**src/rtl/control_fsm.sv**
```systemverilog
// control_fsm -- multi-cycle microsequencer for the 16-bit datapath.
//
// Each instruction runs fetch (F0..F2), decode (DEC), then an execute path.
// Every path returns to F0. HALT is terminal until reset.
// The machine reaches HALT on the HALT opcode or on a memory timeout.
//
// Ports
//   clk, rst_n            clock (rising edge), asynchronous active-low reset
//   ir_1 / ir_2 / funct   opcode, addressing mode and ALU function from the IR
//   flag_z / flag_n       ALU zero / negative flags (used by conditional branches)
//   mem_ready             memory completes the current read/write this cycle
//   mem_rd / mem_wr       memory read / write requests
//   ld*                   datapath register loads
//   Tmdr..Treg            data-bus tri-state enables (at most one high per cycle)
//   ALUon, fnSelect, mm   ALU enable, function select, immediate mode
//   pc_inc/sp_inc/sp_dec  PC and SP step strobes
//   illegal               one-cycle pulse in DEC on an undefined opcode
//   bus_err               sticky memory-timeout flag
//   halted                high in HALT
//   state                 current state, for debug
//
// Handshake: a memory request (mem_rd in F1/MR, mem_wr in SW) is held while
// the FSM waits. The transfer completes in the cycle where mem_ready is high.
// mem_ready is ignored in every other state.
//
// Outputs are decoded from the current state and the IR/flag inputs.
// The exception is ldMDR in F1/MR, which follows mem_ready.
// While rst_n is low all outputs are forced to 0. This drops any pending
// memory request at once.
module control_fsm #(
  parameter int unsigned TIMEOUT = 16,      // wait-cycle limit, 0 disables (max 256)
  parameter logic [3:0]  HALT_OP = 4'b1111
) (
  input  logic       clk,
  input  logic       rst_n,
  input  logic [3:0] ir_1,
  input  logic [1:0] ir_2,
  input  logic [2:0] funct,
  input  logic       flag_z,
  input  logic       flag_n,
  input  logic       mem_ready,
  output logic       mem_rd,
  output logic       mem_wr,
  output logic       ldMDR,
  output logic       ldMAR,
  output logic       ldIR,
  output logic       ldPC,
  output logic       ldSP,
  output logic       ldReg,
  output logic       ldALUreg,
  output logic       Tmdr,
  output logic       Tlabel,
  output logic       Tsp,
  output logic       Tpc,
  output logic       Treg,
  output logic       ALUon,
  output logic [2:0] fnSelect,
  output logic       mm,
  output logic       pc_inc,
  output logic       sp_inc,
  output logic       sp_dec,
  output logic       illegal,
  output logic       bus_err,
  output logic       halted,
  output logic [3:0] state
);

  localparam logic [3:0] S_F0   = 4'd0;
  localparam logic [3:0] S_F1   = 4'd1;
  localparam logic [3:0] S_F2   = 4'd2;
  localparam logic [3:0] S_DEC  = 4'd3;
  localparam logic [3:0] S_EX   = 4'd4;
  localparam logic [3:0] S_WB   = 4'd5;
  localparam logic [3:0] S_MA   = 4'd6;
  localparam logic [3:0] S_MR   = 4'd7;
  localparam logic [3:0] S_LW   = 4'd8;
  localparam logic [3:0] S_SD   = 4'd9;
  localparam logic [3:0] S_SW   = 4'd10;
  localparam logic [3:0] S_P0   = 4'd11;
  localparam logic [3:0] S_P1   = 4'd12;
  localparam logic [3:0] S_PA   = 4'd13;
  localparam logic [3:0] S_BR   = 4'd14;
  localparam logic [3:0] S_HALT = 4'd15;

  localparam logic [3:0] OP_ALUR  = 4'b0000;
  localparam logic [3:0] OP_ALUI  = 4'b0001;
  localparam logic [3:0] OP_LOAD  = 4'b0010;
  localparam logic [3:0] OP_STORE = 4'b0011;
  localparam logic [3:0] OP_PUSH  = 4'b0100;
  localparam logic [3:0] OP_POP   = 4'b0101;
  localparam logic [3:0] OP_BR    = 4'b0110;
  localparam logic [3:0] OP_BZ    = 4'b0111;
  localparam logic [3:0] OP_BN    = 4'b1000;

  localparam logic       TIMEOUT_EN = (TIMEOUT != 0);
  // Count value seen in the last allowed wait cycle.
  localparam logic [7:0] WAIT_LAST  = (TIMEOUT == 0) ? 8'd0 : 8'(TIMEOUT - 1);

  logic [3:0] state_q, state_d;
  logic [7:0] wait_cnt_q, wait_cnt_d;
  logic       bus_err_q, bus_err_d;

  logic in_wait;
  logic timeout_hit;
  logic is_halt_op;
  logic op_known;
  logic br_taken;

  assign in_wait     = (state_q == S_F1) || (state_q == S_MR) || (state_q == S_SW);
  // mem_ready in the last counted cycle completes the transfer, so the
  // timeout only fires while mem_ready is still low.
  assign timeout_hit = TIMEOUT_EN && in_wait && !mem_ready && (wait_cnt_q == WAIT_LAST);
  assign is_halt_op  = (ir_1 == HALT_OP);
  assign op_known    = (ir_1 <= OP_BN);
  assign br_taken    = (ir_1 == OP_BR) || ((ir_1 == OP_BZ) && flag_z) ||
                       ((ir_1 == OP_BN) && flag_n);

  // Next-state logic
  always_comb begin
    state_d = state_q;
    case (state_q)
      S_F0:  state_d = S_F1;
      S_F1: begin
        if (timeout_hit)    state_d = S_HALT;
        else if (mem_ready) state_d = S_F2;
      end
      S_F2:  state_d = S_DEC;
      S_DEC: begin
        // HALT_OP is a parameter, so it is checked first. This holds even
        // if it is set to an encoding that is otherwise defined.
        if (is_halt_op) begin
          state_d = S_HALT;
        end else begin
          case (ir_1)
            OP_ALUR, OP_ALUI:   state_d = S_EX;
            OP_LOAD, OP_STORE:  state_d = S_MA;
            OP_PUSH:            state_d = S_P0;
            OP_POP:             state_d = S_PA;
            OP_BR, OP_BZ, OP_BN: state_d = S_BR;
            default:            state_d = S_F0;   // undefined opcode: NOP
          endcase
        end
      end
      S_EX:  state_d = S_WB;
      S_WB:  state_d = S_F0;
      S_MA:  state_d = (ir_1 == OP_STORE) ? S_SD : S_MR;
      S_MR: begin
        if (timeout_hit)    state_d = S_HALT;
        else if (mem_ready) state_d = S_LW;
      end
      S_LW:  state_d = S_F0;
      S_SD:  state_d = S_SW;
      S_SW: begin
        if (timeout_hit)    state_d = S_HALT;
        else if (mem_ready) state_d = S_F0;
      end
      S_P0:   state_d = S_P1;
      S_P1:   state_d = S_SD;
      S_PA:   state_d = S_MR;
      S_BR:   state_d = S_F0;
      S_HALT: state_d = S_HALT;
      default: state_d = S_F0;
    endcase
  end

  // Wait counter and sticky bus error
  always_comb begin
    wait_cnt_d = wait_cnt_q;
    bus_err_d  = bus_err_q | timeout_hit;
    // No wait state leads straight into another wait state, so a change of
    // state into F1/MR/SW always means a fresh request.
    if (((state_d == S_F1) || (state_d == S_MR) || (state_d == S_SW)) &&
        (state_d != state_q)) begin
      wait_cnt_d = 8'd0;
    end else if (in_wait && !mem_ready && (wait_cnt_q != 8'hFF)) begin
      wait_cnt_d = wait_cnt_q + 8'd1;
    end
  end

  always_ff @(posedge clk or negedge rst_n) begin
    if (!rst_n) begin
      state_q    <= S_F0;
      wait_cnt_q <= 8'd0;
      bus_err_q  <= 1'b0;
    end else begin
      state_q    <= state_d;
      wait_cnt_q <= wait_cnt_d;
      bus_err_q  <= bus_err_d;
    end
  end

  // Output decode
  always_comb begin
    mem_rd   = 1'b0;
    mem_wr   = 1'b0;
    ldMDR    = 1'b0;
    ldMAR    = 1'b0;
    ldIR     = 1'b0;
    ldPC     = 1'b0;
    ldSP     = 1'b0;
    ldReg    = 1'b0;
    ldALUreg = 1'b0;
    Tmdr     = 1'b0;
    Tlabel   = 1'b0;
    Tsp      = 1'b0;
    Tpc      = 1'b0;
    Treg     = 1'b0;
    ALUon    = 1'b0;
    fnSelect = 3'b000;
    mm       = 1'b0;
    pc_inc   = 1'b0;
    sp_inc   = 1'b0;
    sp_dec   = 1'b0;
    illegal  = 1'b0;
    halted   = 1'b0;
    bus_err  = 1'b0;
    state    = state_q;
    if (rst_n) begin
      bus_err = bus_err_q;
      case (state_q)
        S_F0: begin
          Tpc   = 1'b1;
          ldMAR = 1'b1;
        end
        S_F1: begin
          mem_rd = 1'b1;
          ldMDR  = mem_ready;
        end
        S_F2: begin
          Tmdr   = 1'b1;
          ldIR   = 1'b1;
          pc_inc = 1'b1;
        end
        S_DEC: illegal = !is_halt_op && !op_known;
        S_EX: begin
          Treg     = 1'b1;
          ALUon    = 1'b1;
          fnSelect = funct;
          mm       = ir_1[0];
          ldALUreg = 1'b1;
        end
        S_WB: ldReg = 1'b1;
        S_MA: begin
          ldMAR = 1'b1;
          // Register-indirect addressing applies to LOAD only. Every other
          // mode, and every STORE, drives the label onto the bus.
          if ((ir_1 == OP_LOAD) && (ir_2 == 2'b01)) Treg   = 1'b1;
          else                                      Tlabel = 1'b1;
        end
        S_MR: begin
          mem_rd = 1'b1;
          ldMDR  = mem_ready;
        end
        S_LW: begin
          Tmdr   = 1'b1;
          ldReg  = 1'b1;
          sp_inc = (ir_1 == OP_POP);
        end
        S_SD: begin
          Treg  = 1'b1;
          ldMDR = 1'b1;
        end
        S_SW: mem_wr = 1'b1;
        S_P0: sp_dec = 1'b1;
        S_P1, S_PA: begin
          Tsp   = 1'b1;
          ldMAR = 1'b1;
        end
        S_BR: begin
          Tlabel = br_taken;
          ldPC   = br_taken;
        end
        S_HALT: halted = 1'b1;
        default: ;
      endcase
    end
  end

endmodule

```
**config.mk**
```make
export PLATFORM = sky130hd
export DESIGN_NAME = control_fsm
export DESIGN_NICKNAME = d
export VERILOG_FILES = /design/src/rtl/control_fsm.sv
export SDC_FILE = /design/constraint.sdc
export NUM_CORES = 1
export LEC_CHECK = 0
export ABC_AREA = 1
export BUFFER_PORTS_ARGS = -buffer_cell sky130_fd_sc_hd__buf_2
export CELL_PAD_IN_SITES_DETAIL_PLACEMENT = 1
export CELL_PAD_IN_SITES_GLOBAL_PLACEMENT = 1
export CORE_UTILIZATION = 37
export DETAILED_ROUTE_END_ITERATION = 10
export GPL_ROUTABILITY_DRIVEN = 0
export PLACE_DENSITY_LB_ADDON = 0.1
export SLEW_MARGIN = 10
export SYNTH_ARGS = -nofsm -noshare
export SYNTH_HDL_FRONTEND = slang
export SYNTH_SLANG_ARGS = --single-unit
```
**constraint.sdc**
```tcl
create_clock -name clk -period 5.3 [get_ports clk]
set_clock_uncertainty 0.15 [all_clocks]
set_input_delay 1.325 -clock clk [delete_from_list [all_inputs] [get_ports clk]]
set_output_delay 1.325 -clock clk [all_outputs]
set_load 0.005 [all_outputs]
```
* Word-level counts from Yosys, hierarchy flattened
Memory sizes are Yosys's and may differ from the RTL's. Index checks and enable logic that the tools add are counted.
Word-level totals: memories kept 1, output and inout port bits 29, ROM bits 64, logic and storage cells 114, register bits after elaboration 13
Cells by class: add/subtract/negate cells 1, bitwise operators 1, eq/ne operators 29, mux-type cells 52, reduce and logical (&&, ||, !) cells 26, order comparisons 1
Memories:
- (no name shown) | words 16, width 4, rd ports 1, clocked after memory_dff 0, wr ports 0, RTL line 134 | case (ir_1)
Operators by type and width (number):
- one-hot mux 4 bit (14 select lines) | 1
- equality test 4 bit (second input constant) | 11
- two-way mux 1 bit | 36
- equality test 4 x 3 -> 1 bit (second input constant) | 8
- two-way mux 4 bit | 8
- equality test 4 x 2 -> 1 bit (second input constant) | 4
- two-way mux 8 bit | 2
- OR reduction 2 bit | 5
- adder 8 x 1 -> 8 bit (second input constant) | 1
- equality test 4 x 1 -> 1 bit (second input constant) | 2
- equality test 8 x 4 -> 1 bit (second input constant) | 1
- logical AND 1 bit | 8
- inequality test 8 bit (second input constant) | 1
- logical OR 1 bit | 6
- two-way mux 3 bit | 2
- one-hot mux 1 bit (2 select lines) | 3
- less-or-equal comparator 4 bit (second input constant) | 1
- zero test 4 bit | 1
- inequality test 4 bit | 1
- OR reduction 4 bit | 1
- zero test 1 bit | 3
- OR reduction 3 bit | 1
- equality test 2 x 1 -> 1 bit (second input constant) | 1
- nonzero test 2 bit | 1
- OR 1 bit | 1

* Longest topological paths before layout
word-level depth 12, gate-level depth with buffers 14, depth with buffers taken out 14

* Worst setup path after synthesis
No wires, ideal clock.
path kind input -> output, start point in ir_1[2], end point out Tlabel, setup slack 1.890 ns, cell stages on the path 5, data arrival time 1.935 ns, cells stage by stage inv_1 nor2_1 o211ai_1 a21oi_1 o21bai_1
On the way: longest elaborated chain between the ends 6, elaborated cells between the ends (all ways) 12, classes of those cells 4 x eq/ne; 3 x mux; 5 x reduce/logical
RTL lines:
- from (decl) | RTL line 36 | input logic [3:0] ir_1,
- equality test 4 x 3 -> 1 bit | RTL line 115 | assign br_taken = (ir_1 == OP_BR) || ((ir_1 == OP_BZ) && flag_z) ||
- logical AND 1 bit | RTL line 115
- logical OR 1 bit (2 in a row) | RTL line 115
- one-hot mux 1 bit (2 select lines) * | RTL line 220 | case (state_q)
- two-way mux 1 bit * | RTL line 218 | if (rst_n) begin
- to (decl) | RTL line 52 | output logic Tlabel,
Every way passes the cells marked *; elsewhere a longest branch is shown, timed or not.

* Worst setup path in the final report
start point in rst_n, end point out fnSelect[1]
On the way: longest elaborated chain between the ends 1
RTL lines:
- from (decl) | RTL line 35 | input logic rst_n,
- two-way mux 3 bit | RTL line 218
- to (decl) | RTL line 57 | output logic [2:0] fnSelect,
No other way between the ends.

==> metrics.md <==
| Metric | Value |
|---|---|
| Final setup violating endpoints | 0 |
| Synth Instances | about 200 |
| Die width | just over 60 um |
| Final instance area | 1565 um2 |
| CTS resizes | 0 |
| Final #Nets | 260 |
| Ports | 43 |
| Power Dens Cells | 382.5 nW/um2 |
| Routed vias/inst | about 4.8 |
| CP Cell Sequence | buf_2 > inv_1 > nor2_1 > inv_1 > nor2_1 > buf_2 |
| Postcts setup bufs | 0 |
| RSZ-0062 raised after global routing | no |
| Clk buf depth | 2 |
| DRC Markers | 0 |
| Worst setup SP type | primary input |
| Number of port buffers | between 40 and 50 |
| Full die area | around 3800 um2 |
| CP Data Required Time | about 3.8 ns |
| Setup TNS | 0 ns |
| P&R area growth vs syn | 20.29% |
| Starting density of the core | 0.3869 |
| Site Rows | 21 |
| CP Class | primary input to output pin |
| CP Capture Type | output pin |
| Crit path DAT | about 2.5 ns |
| Syn Nets | between 200 and 250 |
| CTS root buffer | clkbuf_4 |
| Initial antenna violation count | 0 |
| First-pass GRT wire length | 5692 um |
| FF-to-FF path depth | 12 |
| Initial DRC Count | 58 |
| Post-Syn Area | around 1300 um2 |
| Final Cycle Share | 0.7584 |
| Max Cap Viol | 0 |
| Status | finished clean |
| Total GRT Usage | 0.2051 |
| Min-Delay Endpoint | bus_err_q |
| Crit-path slowest cell | buf_2 |
| Tmin final | 4.019 ns |
| Hold Buf Count CTS | 0 |
| Fin. Hold Viols | 0 |
| CTS tree | yes |
| N_diodes | 0 |
| Vias in the first global route | about 1200 |
| Reg2Reg Capture Point | wait_cnt_q[6] |
| Crit path max fanout | 19 |
| Largest net degree at the start of global routing | 20 |
| Pleak | 0.0008960 uW |
| Yosys top cell by area | dfrtp_1 |
| Yosys Warn Count | 0 |
| Count of cell types in the netlist | 32 |
| WHS | between 0.3 and 0.4 ns |
| Placeable Area | 3363 um2 |
| Die height | just over 60 um |
| Grt total ovfl | 0 |
| Most used cells in the layout excluding fill and tap cells | nand2_1, buf_2, nor2_1 |
| Antenna Nets Post-Route | 0 |
| Post-route setup slack | about 1.3 ns |
| Hold Startpoint | bus_err_q |
| Synth top area cells | dfrtp_1, nand2_1, nand3_1 |
| VDD IR max | between 0.1 and 0.15 mV |
| Max incr delay on CP | approximately 0.36 ns |
| Pins over their slew limit | 0 |
| Post-synth top area share | 0.2500 |
| Worst-Skew Late Latency | 0.30 ns |
| Mapped Avg Cell Area | 6.410 um2 |
| Cts bufs inserted | 3 |
| # H-tree levels | 1 |
| TritonRoute pass-1 iters | 4 |
| Most common cell after layout, fill and taps aside | nand2_1 |
| Filler Cells Inserted | between 400 and 500 |
| #FFs+latches synth | 13 |
| Detailed placement HPWL | 2985 um |
| Dpl cell area | between 1500 and 2000 um2 |
| Seq/Total Area, Yosys | 0.2500 |
| Share of cells above drive strength 1 | 0.3279 |
| R2R setup slack | roughly 3.2 ns |
| Clock transition at path regs | ~0.080 ns |
| Reg2reg start | wait_cnt_q[0] |
| Worst hold stages | 1 |
| WL final | 3625 um |
| Clock Sinks | 13 |
| Crit path from | rst_n |
| Fmax | around 250 MHz |
| Dpl ws | approximately 1.2 ns |
| HP Class | flop to flop |
| Vias after detailed routing | about 1400 |
| DR WL/cell | about 13 um |
[worst max-delay path by stage]
stage,end,slack (ns),cells past startpoint
5_1_grt,fnSelect[2],1.05,6
4_1_cts,fnSelect[1],1.24,6
2_1_floorplan,Tlabel,1.89,5
6_report,fnSelect[1],1.28,6
3_3_place_gp,fnSelect[1],1.32,6
3_5_place_dp,fnSelect[1],1.25,6
[registers in the layout, indices dropped and copies added, names as in the netlist]
signal	count
bus_err_q	1
state	4
wait_cnt_q	8
[power by group]
part	total [uW]	internal (uW)	switching, uW
sequential	156	120	36.1
combinational	377	129	248
clock	65.3	28.2	37.1
[worst max-delay path, delay by kind of cell]
family        cells  cell delay, ns
buf+inv           4            0.89
simple gates      2            0.33
[logic make-up (layout without fill, tap and decap cells)]
kind of cell / after synthesis / after routing / synth area share
buffers and inverters: 36 / 77 / 0.1125
and+or+nand+nor: 127 / 127 / 0.4952
adders and majority gates: 1 / 1 / 0.009614
DFF: 13 / 13 / 0.2500
other: 1 / 1 / 0.002882
AOI/OAI and AO/OA: 20 / 20 / 0.09615
xor gates and xnor gates: 5 / 5 / 0.03365
[per-stage QoR]
| step | power [uW] | instances | utilization |
|---|---|---|---|
| 2_1_floorplan | 435.7 | 203 | - |
| 3_3_place_gp | 535.2 | 286 | 0.4572 |
| 3_5_place_dp | 542.3 | 286 | 0.4572 |
| 4_1_cts | 609.6 | 290 | 0.4654 |
| 5_1_grt | 666.1 | 290 | 0.4654 |
| 6_report | 598.6 | 290 | 0.4654 |
[cell type report]
class                           count  area, um2  area share
Clock inverter                      1      5.005    0.003197
Clock buffer                        3      22.52     0.01439
Sequential cell                    13      325.3      0.2078
Multi-Input combinational cell    154      829.5      0.5300
Timing Repair Buffer               41      205.2      0.1311
Inverter                           32      120.1     0.07674
Tap cell                           46      57.56     0.03677
[cells in the mapped netlist (all sizes together)]
cell,instances
conb,1
a31o,1
xor2,5
nor4,1
a21oi,5
clkinv,1
nor3,4
ha,1
nand4,2
o22ai,1
clkbuf,1
o211ai,2
dfrtp,13
buf,3
nand2,55
a21boi,1
inv,31
o21ai,6
nor2,41
o21bai,1
a31oi,2
o221ai,1
nand3,24
[routing by layer]
| layer | vias up | GRT usage | part of all wire |
|---|---|---|---|
| met3 | 3 | 0.04832 | 0.039 |
| met1 | 639 | 0.2857 | 0.49 |
| met5 | - | 0 | 0 |
| met2 | 33 | 0.3245 | 0.46 |
| li1 | 724 | - | - |
| met4 | 0 | 0.03896 | 0.0058 |
No activity file was read; power rests on OpenSTA's default activity.
